--- src/rtl/reg_shift_pipe.sv ---
// reg_shift_pipe
// Elastic valid/ready register pipeline. It carries WIDTH-bit words through
// STAGES register stages. A one-entry skid register sits in front of the
// stages so that in_ready can come straight from a flop.
//
// Ports:
//   clk          - single clock, all state updates on posedge
//   rst_n        - asynchronous, active-low reset
//   in_valid     - upstream word present
//   in_ready     - block can accept a word this cycle (registered)
//   in_data      - upstream word
//   out_valid    - last stage holds a word
//   out_ready    - downstream accepts out_data this cycle
//   out_data     - last-stage word
//   occupancy    - words held (stage valids + skid)
//   overflow_err - sticky: in_valid seen while stalled with the skid full
module reg_shift_pipe #(
    parameter int WIDTH  = 32,
    parameter int STAGES = 3
) (
    input  logic                          clk,
    input  logic                          rst_n,
    input  logic                          in_valid,
    output logic                          in_ready,
    input  logic [WIDTH-1:0]              in_data,
    output logic                          out_valid,
    input  logic                          out_ready,
    output logic [WIDTH-1:0]              out_data,
    output logic [$clog2(STAGES+2)-1:0]   occupancy,
    output logic                          overflow_err
);

    localparam int OCC_W = $clog2(STAGES + 2);

    logic [STAGES-1:0] stage_valid;
    logic [WIDTH-1:0]  stage_data [STAGES];
    logic [STAGES-1:0] stage_ready;

    logic              skid_valid;
    logic [WIDTH-1:0]  skid_data;
    logic              skid_valid_next;
    logic              skid_load;
    logic              skid_drain;

    logic              accept;
    logic              src_valid;
    logic [WIDTH-1:0]  src_data;

    // A stage may load when it, or any stage after it, is empty, or when the
    // downstream consumer takes the last word. This is the unrolled form of
    // ready_i = !v_i | ready_{i+1}. It keeps the ready chain free of
    // self-referencing vector bits.
    genvar g;
    for (g = 0; g < STAGES; g++) begin : g_ready
        assign stage_ready[g] = out_ready | ~(&stage_valid[STAGES-1:g]);
    end

    assign accept = in_valid & in_ready;

    // The skid always holds the oldest waiting word, so it has priority
    // over the live input when stage 0 loads.
    assign src_valid = skid_valid | accept;
    assign src_data  = skid_valid ? skid_data : in_data;

    // A new word goes into the skid if stage 0 cannot take it, or if the
    // skid is handing its word to stage 0 in this same cycle.
    assign skid_load  = accept & (~stage_ready[0] | skid_valid);
    assign skid_drain = skid_valid & stage_ready[0];

    always_comb begin
        skid_valid_next = skid_valid;
        if (skid_load) begin
            skid_valid_next = 1'b1;
        end else if (skid_drain) begin
            skid_valid_next = 1'b0;
        end
    end

    // Stage registers: each stage shifts forward whenever its ready is set.
    always_ff @(posedge clk or negedge rst_n) begin
        if (!rst_n) begin
            stage_valid <= '0;
            for (int i = 0; i < STAGES; i++) begin
                stage_data[i] <= '0;
            end
        end else begin
            if (stage_ready[0]) begin
                stage_valid[0] <= src_valid;
                stage_data[0]  <= src_data;
            end
            for (int i = 1; i < STAGES; i++) begin
                if (stage_ready[i]) begin
                    stage_valid[i] <= stage_valid[i-1];
                    stage_data[i]  <= stage_data[i-1];
                end
            end
        end
    end

    // Skid register, registered in_ready and the sticky overflow flag.
    // in_ready is derived from the next skid state. This means a full skid
    // is never advertised as having room.
    always_ff @(posedge clk or negedge rst_n) begin
        if (!rst_n) begin
            skid_valid   <= 1'b0;
            skid_data    <= '0;
            in_ready     <= 1'b0;
            overflow_err <= 1'b0;
        end else begin
            skid_valid <= skid_valid_next;
            if (skid_load) begin
                skid_data <= in_data;
            end
            in_ready <= ~skid_valid_next;
            if (in_valid && !in_ready && skid_valid) begin
                overflow_err <= 1'b1;
            end
        end
    end

    // Occupancy counts held words straight from the valid flops. It
    // therefore changes only on an edge, and drops to zero as soon as reset
    // is asserted.
    always_comb begin
        occupancy = OCC_W'(skid_valid);
        for (int i = 0; i < STAGES; i++) begin
            occupancy = occupancy + OCC_W'(stage_valid[i]);
        end
    end

    assign out_valid = stage_valid[STAGES-1];
    assign out_data  = stage_data[STAGES-1];

endmodule
--- config.mk ---
export PLATFORM = sky130hd
export DESIGN_NAME = reg_shift_pipe
export DESIGN_NICKNAME = d
export VERILOG_FILES = /design/src/rtl/reg_shift_pipe.sv
export SDC_FILE = /design/constraint.sdc
export NUM_CORES = 1
export LEC_CHECK = 0
export BUFFER_PORTS_ARGS = -buffer_cell sky130_fd_sc_hd__buf_2
export CAP_MARGIN = 25
export CORE_UTILIZATION = 25
export CTS_BUF_LIST = sky130_fd_sc_hd__clkbuf_16
export DETAILED_ROUTE_END_ITERATION = 6
export PLACE_DENSITY = 0.48
export SLEW_MARGIN = 25
export SYNTH_ARGS = -nofsm -noshare
export SYNTH_HDL_FRONTEND = slang
export SYNTH_SLANG_ARGS = --single-unit
export TNS_END_PERCENT = 1
--- constraint.sdc ---
create_clock -name clk -period 1.8 [get_ports clk]
set_input_delay 0.18 -clock clk [delete_from_list [all_inputs] [get_ports clk]]
set_output_delay 0.18 -clock clk [all_outputs]
set_load 0.01 [all_outputs]
## Word level (Yosys, flattened, before mapping)

Index checks and enable logic that the tools add are counted.

- Register bits: 134
- Bits of input ports: 36
- Output and inout bits: 38
- Logic and storage cells: 34

- Add/sub/neg operators: 3
- Mux-type cells: 3
- Bitwise logic cells: 13
- Reductions and logical operators: 5

Operator list:

| operator | count |
|---|---|
| $mux 32 | 1 |
| $not 1->1 | 5 |
| $or 1x1->1 | 5 |
| $add 2x1->3 | 1 |
| $add 3x1->3 | 1 |
| $and 1x1->1 | 3 |
| $reduce_and 3->1 | 1 |
| $add 1x1->2 | 1 |
| $logic_and 1x1->1 | 2 |
| $mux 1 | 2 |
| $reduce_and 2->1 | 1 |
| $logic_not 1->1 | 1 |

## Longest topological paths before layout

Gate-level depths: netlist of the first run.

- Depth in word-level cells: 8
- Mapped depth: 7

## Worst setup path before layout of the first run

No wires, ideal clock.

- Path type: reg2out
- From: register skid_valid
- To: output occupancy[1]
- Arrival time: 1772 ps
- Data required time: 1620 ps
- Slack: -152 ps
- Cell stages (with the launch flop): 8
- Buffers on the path: 2
- Cell sequence: dfrtp_1 -> buf_4 -> buf_2 -> inv_1 -> fa_1 -> inv_1 -> ha_1 -> ha_1

- Cells in the longest elaborated chain, start to end: 3

Ends and longest elaborated chain:

| element | RTL line | RTL |
|---|---|---|
| start: declaration | 39 | `logic skid_valid;` |
| start signal: assignment | 110 | `skid_valid <= skid_valid_next;` |
| $add 1x1->2 | 127 | `occupancy = occupancy + OCC_W'(stage_valid[i]);` |
| $add 2x1->3 | 127 |  |
| $add 3x1->3 | 127 |  |
| end: declaration | 29 | `output logic [$clog2(STAGES+2)-1:0] occupancy,` |

Every way passes these cells.

## Worst setup path after layout of the first run

- From: register stage_valid[0]
- To: output occupancy[1]

- Cells in the longest elaborated chain, start to end: 3

Ends and longest elaborated chain:

| element | RTL line | RTL |
|---|---|---|
| start: declaration | 35 | `logic [STAGES-1:0] stage_valid;` |
| start signal: assignment | 88 | `stage_valid[0] <= src_valid;` |
| start signal: indexed assignment | 93 | `stage_valid[i] <= stage_valid[i-1];` |
| $add 1x1->2 | 127 |  |
| $add 2x1->3 | 127 |  |
| $add 3x1->3 | 127 |  |

Every way passes these cells.

==> results.sh, run 1 <==
export IMPL_outcome="finished with violations"
export IMPL_violations="DRC, setup timing"
export IMPL_post_route_period_util=1.15
export IMPL_overflow=0
export IMPL_initial_core_util=0.257
export IMPL_via_per_inst=4.20
export IMPL_via_count=3241
export IMPL_place_ws_ns=0.0581
export IMPL_layout_nets=519
export IMPL_grtUsageMet1=0.125
export IMPL_fp_dieW_um=152
export IMPL_critPathMaxStageDelay_ns=0.54
export IMPL_yosysUniqueCellTypes=23
export IMPL_top_usage_layer="met2"
export IMPL_routedWlPerCell_um=14.6
export IMPL_synth_net_count=445
export IMPL_io_pins=74
export IMPL_synth_seq_cells=134
export IMPL_critPathCaptureType="output port"
export IMPL_yosysWarningCount=0
export IMPL_layout_commonest_cell="dfrtp_1"
export IMPL_detail_route_first_pass_iterations=7
export IMPL_whs_endpoint="skid_data[8]$_DFFE_PN0P_"
export IMPL_clock_sinks=134
export IMPL_global_route_usage_met3=0.0385
export IMPL_maxCapViolations=0
export IMPL_drive_gt1_frac=0.455
export IMPL_yosysSeqAreaShare=0.595
export IMPL_drt_iter0_drc=116
export IMPL_nFillCells=2174
export IMPL_r2r_cells=6
export IMPL_hpwl_mm=7.13
export IMPL_rsz0062_at_grt="yes"
export IMPL_clkTransAtPathRegs_ns=0.06
export IMPL_worstPathCellList="inv_2 > fa_1 > inv_2 > ha_4 > ha_4 > buf_6"
export IMPL_syn2layout_area_growth_pct=24.8
export IMPL_grt_max_degree=68
export IMPL_clockBufferDepth=2
export IMPL_avgSynthCellArea_um2=13.9
export IMPL_routed_wl_mm=11.2
export IMPL_holdPathStages=2
export IMPL_layout_common_cells="133 x dfrtp_1, 80 x mux2_2, 69 x buf_2"
export IMPL_slowest_stage="fa_1"
export IMPL_hold_start="in_data[8]"
export IMPL_max_slew_margin_rel=0.709
export IMPL_slew_violations=0
export IMPL_synth_flop_cell="dfrtp_1"
export IMPL_synth_edf_count=0
export IMPL_period_minus_slack_ns=2.08
export IMPL_die_h_um=152
export IMPL_cts_tree="done"
export IMPL_dieArea_um2=23100
export IMPL_antenna_left=0
export IMPL_leakage_nw=3.05
export IMPL_regArea_um2=3350
export IMPL_use_met2=0.176
export IMPL_r2r_start="stage_valid[1]$_DFFE_PN0P_"
export IMPL_setup_slack_ns=-0.276
export IMPL_netlist_instances=405
export IMPL_fmaxAchievable_mhz=482
export IMPL_worst_pin_slew_ns=0.436
export IMPL_power_mw=12.6
export IMPL_drcViolationCount=14
export IMPL_start_kind="register"
export IMPL_hold_class="primary input to register"
export IMPL_coreArea_um2=22000
export IMPL_clkLatencyLatePin_ns=0.42
export IMPL_r2r_end="skid_data[26]$_DFFE_PN0P_"
export IMPL_gp_congestion=0.683
export IMPL_clockRootBuffer="clkbuf_16"
export IMPL_whs_ns=0.0254
export IMPL_syn_area_um2=5630
export IMPL_hold_viol=0
export IMPL_fin_util=0.320
export IMPL_crit_path_max_fanout=2
export IMPL_grt_pass1_vias=3416
export IMPL_async_flop_share=1.00
export IMPL_io_buffers=73
export IMPL_antenna_found_initial=0
export IMPL_grt_pass1_wl_mm=18.5
export IMPL_r2r_slack_ns=-0.02
export IMPL_ir_drop_mv=0.563
export IMPL_cellPowerDensity_nw_per_um2=1790
export IMPL_cp_required_ns=1.62
export IMPL_diodes=0
export IMPL_skew_ns=0.00662
export IMPL_num_rows=54
export IMPL_cts_buffers=17
export IMPL_multi_input_area_um2=1940
export IMPL_arrival_ns=1.90
export IMPL_criticalPathCategory="register to output port"
export IMPL_grtUsageTotal=0.105
export IMPL_setup_viol=12
export IMPL_cts_max_level=4
[cells in the mapped netlist (3+ instances only)]
cell | instances | area share
a21oi_1 | 3 | 0.0027
buf_2 | 10 | 0.0089
buf_4 | 37 | 0.049
buf_6 | 4 | 0.0080
clkbuf_1 | 3 | 0.0020
dfrtp_1 | 134 | 0.60
ha_1 | 3 | 0.0067
inv_1 | 5 | 0.0033
mux2_2 | 86 | 0.17
mux2_4 | 10 | 0.027
mux2i_1 | 32 | 0.057
nand2_1 | 36 | 0.024
o21ai_0 | 32 | 0.028
[stage by stage]
stage | cell area [um^2] | TNS [ns] | std cells
2_1_floorplan | 5660 | 0 | 405
3_3_place_gp | 6150 | 0 | 715
3_5_place_dp | 6150 | 0 | 715
4_1_cts | 7010 | -0.866 | 772
5_1_grt | 7030 | -1.73 | 772
6_report | 7030 | -0.655 | 772
[cells by family after synthesis]
group / count (synthesis) / share of synthesized area
simple gates: 42 / 0.0309
fa+ha+maj: 4 / 0.0102
mux: 128 / 0.255
buf+inv: 59 / 0.0715
flops: 134 / 0.595
compound gates: 38 / 0.0367
[how the worst max path moves through the flow]
stage | from | to | slack [ns] | cells after the start
2_1_floorplan | skid_valid$_DFF_PN0_ | occupancy[1] | 0.02 | 7
3_3_place_gp | stage_valid[1]$_DFFE_PN0P_ | occupancy[1] | 0.08 | 6
3_5_place_dp | stage_valid[1]$_DFFE_PN0P_ | skid_data[22]$_DFFE_PN0P_ | 0.06 | 5
4_1_cts | stage_valid[0]$_DFFE_PN0P_ | occupancy[1] | -0.31 | 6
5_1_grt | stage_valid[0]$_DFFE_PN0P_ | occupancy[1] | -0.34 | 6
6_report | stage_valid[0]$_DFFE_PN0P_ | occupancy[1] | -0.28 | 6
[worst max-delay path, delay by kind of cell, from the launching register on]
kind / cells / cell delay [ns]
DFF: 1 / 0.35
adders and majority gates: 3 / 0.92
buffers and inverters: 3 / 0.20
[final cells by class]
| cell class | instances | area share |
|---|---|---|
| flip-flops and latches | 134 | 0.477 |
| multi-input cells | 212 | 0.275 |
| repair buffers | 109 | 0.112 |
| clock buffers | 17 | 0.0605 |
| well taps | 280 | 0.0498 |
| clock inverters | 15 | 0.0221 |
| inverters | 5 | 0.00267 |
[routing by layer]
layer  part of all wire  up-vias
met1               0.44     1656
li1                   -     1512
met5                  0        -
met2               0.50       59
met3              0.047       14
met4              0.012        0
[what timing repair did]
item,4_1_cts,5_1_grt
hold buffers,22,0
endpoints found under the hold margin,62,0
pin swaps,1,0
gates resized for setup,8,5
buffers inserted,3,0
endpoints found under the setup margin,3,25
[registers in the layout, indices dropped and copies added (netlist names)]
register      flops
in_ready          1
skid_data        32
overflow_err      1
stage_data       64
skid_valid        1
stage_valid       3
out_data         32
[where the power goes]
group | switching (mW) | leakage (nW) | internal (mW)
clock | 1.37 | 0.260 | 2.04
combinational | 1.70 | 1.21 | 2.29
sequential | 0.701 | 1.59 | 4.48
total | 3.77 | 3.05 | 8.81
No activity file was read; power rests on OpenSTA's default activity.
==> inputs of run 2 (changes only) <==
Settings changed: CORE_MARGIN from default to 8.
==> results.sh, run 2 (synthesized netlist as in run 1, its figures left out) <==
export IMPL_initial_core_util=0.252
export IMPL_overflow=0
export IMPL_clock_sinks=134
export IMPL_critPathCaptureType="output port"
export IMPL_via_count=3178
export IMPL_cellPowerDensity_nw_per_um2=1820
export IMPL_layout_nets=508
export IMPL_slew_violations=0
export IMPL_gp_congestion=0.675
export IMPL_fmaxAchievable_mhz=481
export IMPL_ir_drop_mv=0.504
export IMPL_crit_path_max_fanout=2
export IMPL_grt_pass1_vias=3478
export IMPL_num_rows=55
export IMPL_hold_viol=0
export IMPL_grtUsageTotal=0.0878
export IMPL_hold_class="primary input to register"
export IMPL_drive_gt1_frac=0.467
export IMPL_fp_dieW_um=166
export IMPL_routedWlPerCell_um=15.1
export IMPL_grt_pass1_wl_mm=18.8
export IMPL_cts_buffers=17
export IMPL_layout_commonest_cell="dfrtp_1"
export IMPL_start_kind="register"
export IMPL_cp_required_ns=1.62
export IMPL_via_per_inst=4.15
export IMPL_dp_cells=721
export IMPL_hpwl_mm=7.61
export IMPL_final_cells=765
export IMPL_dieArea_um2=27600
export IMPL_coreArea_um2=22400
export IMPL_clockRootBuffer="clkbuf_16"
export IMPL_setup_viol=10
export IMPL_tns_ns=-0.727
export IMPL_whs_ns=0.0219
export IMPL_clkTransAtPathRegs_ns=0.06
export IMPL_skew_ns=0.00698
export IMPL_cts_tree="done"
export IMPL_layout_common_cells="133 x dfrtp_1, 71 x mux2_2, 69 x buf_2"
export IMPL_rsz0062_at_grt="yes"
export IMPL_antenna_found_initial=0
export IMPL_clkLatencyLatePin_ns=0.41
export IMPL_syn2layout_area_growth_pct=23.3
export IMPL_routed_wl_mm=11.6
export IMPL_criticalPathCategory="register to output port"
export IMPL_violations="setup timing"
export IMPL_antenna_left=0
export IMPL_largest_register_ffs=64
export IMPL_arrival_ns=1.90
export IMPL_drt_iter0_drc=180
export IMPL_max_slew_margin_rel=0.702
export IMPL_diodes=0
export IMPL_die_h_um=166
export IMPL_io_pins=74
export IMPL_detail_route_first_pass_iterations=4
export IMPL_io_buffers=73
export IMPL_leakage_nw=3.05
export IMPL_grt_max_degree=68
export IMPL_worst_pin_slew_ns=0.448
export IMPL_period_minus_slack_ns=2.08
export IMPL_drcViolationCount=0
export IMPL_clockBufferDepth=2
export IMPL_post_route_period_util=1.16
export IMPL_cts_max_level=4
export IMPL_outcome="finished with violations"
export IMPL_setup_slack_ns=-0.280
export IMPL_top_register="stage_data"
export IMPL_maxCapViolations=0
==> run 2: cell count changes in the layout (fill, tap and decap cells not counted), moves of 2 or more <==
| cell | change |
|---|---|
| dlygate4sd3_1 | -12 |
| mux2_2 | -9 |
| mux2_4 | +9 |
| clkinv_2 | +2 |
| clkinvlp_4 | -2 |
| inv_6 | -2 |
==> run 2: timing repair <==
| action | CTS | global route |
|---|---|---|
| gates resized for setup | 9 | 15 |
| buffers inserted | 3 | 0 |
| endpoints found under the setup margin | 3 | 35 |
| endpoints found under the hold margin | 49 | 0 |
| pin swaps | 2 | 0 |
| hold buffers | 10 | 0 |
==> run 2: critical path, cell delays in order, from the launching register on <==
cell	delay, ns
dfrtp_2	0.36
inv_2	0.04
fa_1	0.54
inv_2	0.05
ha_4	0.15
ha_4	0.26
buf_6	0.09
==> run 2: final cells by class <==
type                            count  area, um^2
Multi-Input combinational cell    212        1970
Fill cell                        2240       15400
Inverter                            5        18.8
Sequential cell                   134        3350
Timing Repair Buffer               98         682
Clock inverter                     14         136
Tap cell                          285         357
Clock buffer                       17         425
==> run 2: metal layers <==
metal | track usage | up-vias | part of all wire
li1 | - | 1482 | -
met5 | 0 | - | 0
met4 | 0.0332 | 0 | 0.013
met1 | 0.109 | 1615 | 0.48
met3 | 0.0316 | 14 | 0.048
met2 | 0.138 | 67 | 0.45
==> run 2: power breakdown <==
part | total (mW) | internal (mW) | switching [mW] | leakage (nW)
Clock | 3.34 | 2.01 | 1.32 | 0.260
Sequential | 5.22 | 4.48 | 0.742 | 1.59
Combinational | 4.09 | 2.39 | 1.71 | 1.21
Total | 12.7 | 8.88 | 3.77 | 3.05
==> run 2: per-stage QoR <==
step	power, mW	worst slack [ns]	util	area [um^2]
2_1_floorplan	8.25	0.0194	-	5660
3_3_place_gp	8.92	0.0664	0.276	6170
3_5_place_dp	9.07	0.0624	0.276	6170
4_1_cts	12.7	-0.316	0.308	6890
5_1_grt	13.5	-0.350	0.310	6940
6_report	12.7	-0.280	0.310	6940
==> run 2: worst paths after layout <==
check	depth (start not counted)	slack [ns]	endpoint	from
worst max register to register	6	-0.02	skid_data[18]$_DFFE_PN0P_	stage_valid[1]$_DFFE_PN0P_
max in group asynchronous	3	0.85	in_ready$_DFF_PN0_	rst_n
worst min-delay path	2	0.02	skid_data[21]$_DFFE_PN0P_	in_data[21]
worst max-delay path	6	-0.28	occupancy[1]	skid_valid$_DFF_PN0_
worst min register to register	2	0.47	stage_data[93]$_DFFE_PN0P_	stage_data[93]$_DFFE_PN0P_
min in group asynchronous	2	0.28	stage_valid[2]$_DFFE_PN0P_	rst_n
==> inputs of run 3 (changes only) <==
Settings changed: ABC_CLOCK_PERIOD_IN_PS from default to 2600, PLACE_DENSITY 0.48 to 0.47.
Clock period 1.8 ns to 2.6 ns, I/O delays scaled along.
==> results.sh, run 3 (synthesized netlist as in run 1, its figures left out) <==
export IMPL_diodes=0
export IMPL_skew_ns=0.00652
export IMPL_die_h_um=166
export IMPL_cp_buffers_inverters=3
export IMPL_grtUsageTotal=0.0885
export IMPL_io_buffers=73
export IMPL_combPwrFrac=0.283
export IMPL_hpwl_mm=7.52
export IMPL_leakage_nw=2.92
export IMPL_rsz0062_at_grt="no"
export IMPL_antenna_found_initial=1
export IMPL_placed_area_um2=6070
export IMPL_num_rows=55
export IMPL_p_int_mw=6.02
export IMPL_period_minus_slack_ns=2.25
export IMPL_grt_pass1_vias=3416
export IMPL_arrival_ns=1.99
export IMPL_tns_ns=0
export IMPL_layout_commonest_cell="dfrtp_1"
export IMPL_cts_tree="done"
export IMPL_cellPowerDensity_nw_per_um2=1270
export IMPL_critPathMaxStageDelay_ns=0.54
export IMPL_start_kind="register"
export IMPL_clock_sinks=134
export IMPL_grt_max_degree=68
export IMPL_post_route_period_util=0.867
export IMPL_clockPowerShare=0.294
export IMPL_finalInstanceArea_um2=6700
export IMPL_drt_iter0_drc=103
export IMPL_top_register="stage_data"
export IMPL_worstPathCellList="inv_1 > fa_1 > inv_1 > ha_1 > ha_1 > buf_2"
export IMPL_cp_startpoint="stage_valid[0]$_DFFE_PN0P_"
export IMPL_seq_power_share=0.423
export IMPL_max_slew_margin_rel=0.566
export IMPL_outcome="completed"
export IMPL_dieArea_um2=27600
export IMPL_initial_core_util=0.252
export IMPL_routed_wl_mm=11.5
export IMPL_dp_cells=717
export IMPL_maxCapViolations=0
export IMPL_cts_resized=0
export IMPL_slowest_stage="fa_1"
export IMPL_fmaxAchievable_mhz=444
export IMPL_fp_dieW_um=166
export IMPL_layout_nets=492
export IMPL_io_pins=74
export IMPL_cts_max_level=4
export IMPL_hold_class="primary input to register"
export IMPL_gp_congestion=0.667
export IMPL_p_sw_mw=2.49
export IMPL_cts_buffers=17
export IMPL_via_per_inst=4.14
export IMPL_setup_viol=0
export IMPL_crit_path_max_fanout=3
export IMPL_layout_common_cells="133 x dfrtp_1, 86 x mux2_2, 72 x buf_2"
export IMPL_ir_drop_mv=0.318
export IMPL_antenna_left=0
export IMPL_criticalPathCategory="register to output port"
export IMPL_grt_pass1_wl_mm=19.0
export IMPL_largest_register_ffs=64
export IMPL_clkTransAtPathRegs_ns=0.06
export IMPL_worst_pin_slew_ns=0.651
export IMPL_clkLatencyLatePin_ns=0.42
export IMPL_cp_required_ns=2.34
export IMPL_via_count=3107
export IMPL_drive_gt1_frac=0.456
export IMPL_drcViolationCount=0
export IMPL_clockBufferDepth=2
export IMPL_clockRootBuffer="clkbuf_16"
export IMPL_hold_viol=0
export IMPL_syn2layout_area_growth_pct=18.9
export IMPL_p_sw_frac=0.293
export IMPL_detail_route_first_pass_iterations=4
export IMPL_cp_top_family="adder cells"
export IMPL_critPathCaptureType="output port"
export IMPL_hold_start="in_data[22]"
export IMPL_routedWlPerCell_um=15.3
export IMPL_coreArea_um2=22400
export IMPL_r2r_start="stage_valid[1]$_DFFE_PN0P_"
export IMPL_overflow=0
export IMPL_slew_violations=0
export IMPL_final_cells=750
==> run 3: power groups by stage <==
stage | registers [mW] | logic (mW) | clock network, mW
3_3_place_gp | 3.61 | 2.43 | 0
3_5_place_dp | 3.66 | 2.49 | 0
5_1_grt | 3.75 | 2.68 | 2.67
4_1_cts | 3.62 | 2.50 | 2.59
2_1_floorplan | 3.48 | 2.17 | 0
6_report | 3.60 | 2.41 | 2.50
==> run 3: cell type report <==
| class | count | area [um^2] |
|---|---|---|
| Tap cell | 285 | 357 |
| Inverter | 5 | 18.8 |
| Multi-Input combinational cell | 212 | 1890 |
| Sequential cell | 134 | 3350 |
| Clock buffer | 17 | 425 |
| Clock inverter | 15 | 188 |
| Fill cell | 2257 | 15700 |
| Timing Repair Buffer | 82 | 467 |
==> run 3: worst reg2reg max path: stages, from the launching register on <==
cell and delay (ns):
dfrtp_1 0.41, ha_1 0.20, and3b_2 0.23, o21ai_4 0.13
buf_4 0.33, mux2_2 0.38
==> run 3: metal layers <==
| layer | vias up | GRT usage | wire length (um) |
|---|---|---|---|
| li1 | 1454 | - | - |
| met1 | 1566 | 0.105 | 5290 |
| met2 | 64 | 0.140 | 5400 |
| met3 | 21 | 0.0345 | 600 |
| met4 | 2 | 0.0391 | 176 |
| met5 | - | 0 | 12 |
==> run 3: path summary, 6_finish.rpt <==
path / endpoint / cells after the start / slack (ns)
setup / recovery: occupancy[1] / 6 / 0.35
hold / removal: skid_data[22]$_DFFE_PN0P_ / 2 / 0.09
setup reg to reg: skid_data[30]$_DFFE_PN0P_ / 5 / 0.80
hold reg to reg: stage_data[84]$_DFFE_PN0P_ / 2 / 0.48
max in group asynchronous: skid_data[15]$_DFFE_PN0P_ / 3 / 1.46
min in group asynchronous: out_data[2]$_DFFE_PN0P_ / 2 / 0.40
==> run 3: timing repair <==
action                                  in CTS  in global routing
endpoints found under the setup margin       0                  0
hold buffers                                 1                  0
buffers inserted                             0                  0
endpoints found under the hold margin       61                  0
==> run 3: metrics by stage <==
stage          worst slack [ns]  hold WS (ns)  utilization  power [mW]
3_5_place_dp              0.759         0.287        0.271        6.14
2_1_floorplan             0.568       -0.0356            -        5.65
4_1_cts                   0.296        0.0629        0.299        8.71
3_3_place_gp              0.766         0.292        0.271        6.04
5_1_grt                   0.234        0.0817        0.299        9.10
6_report                  0.346        0.0904        0.299        8.51
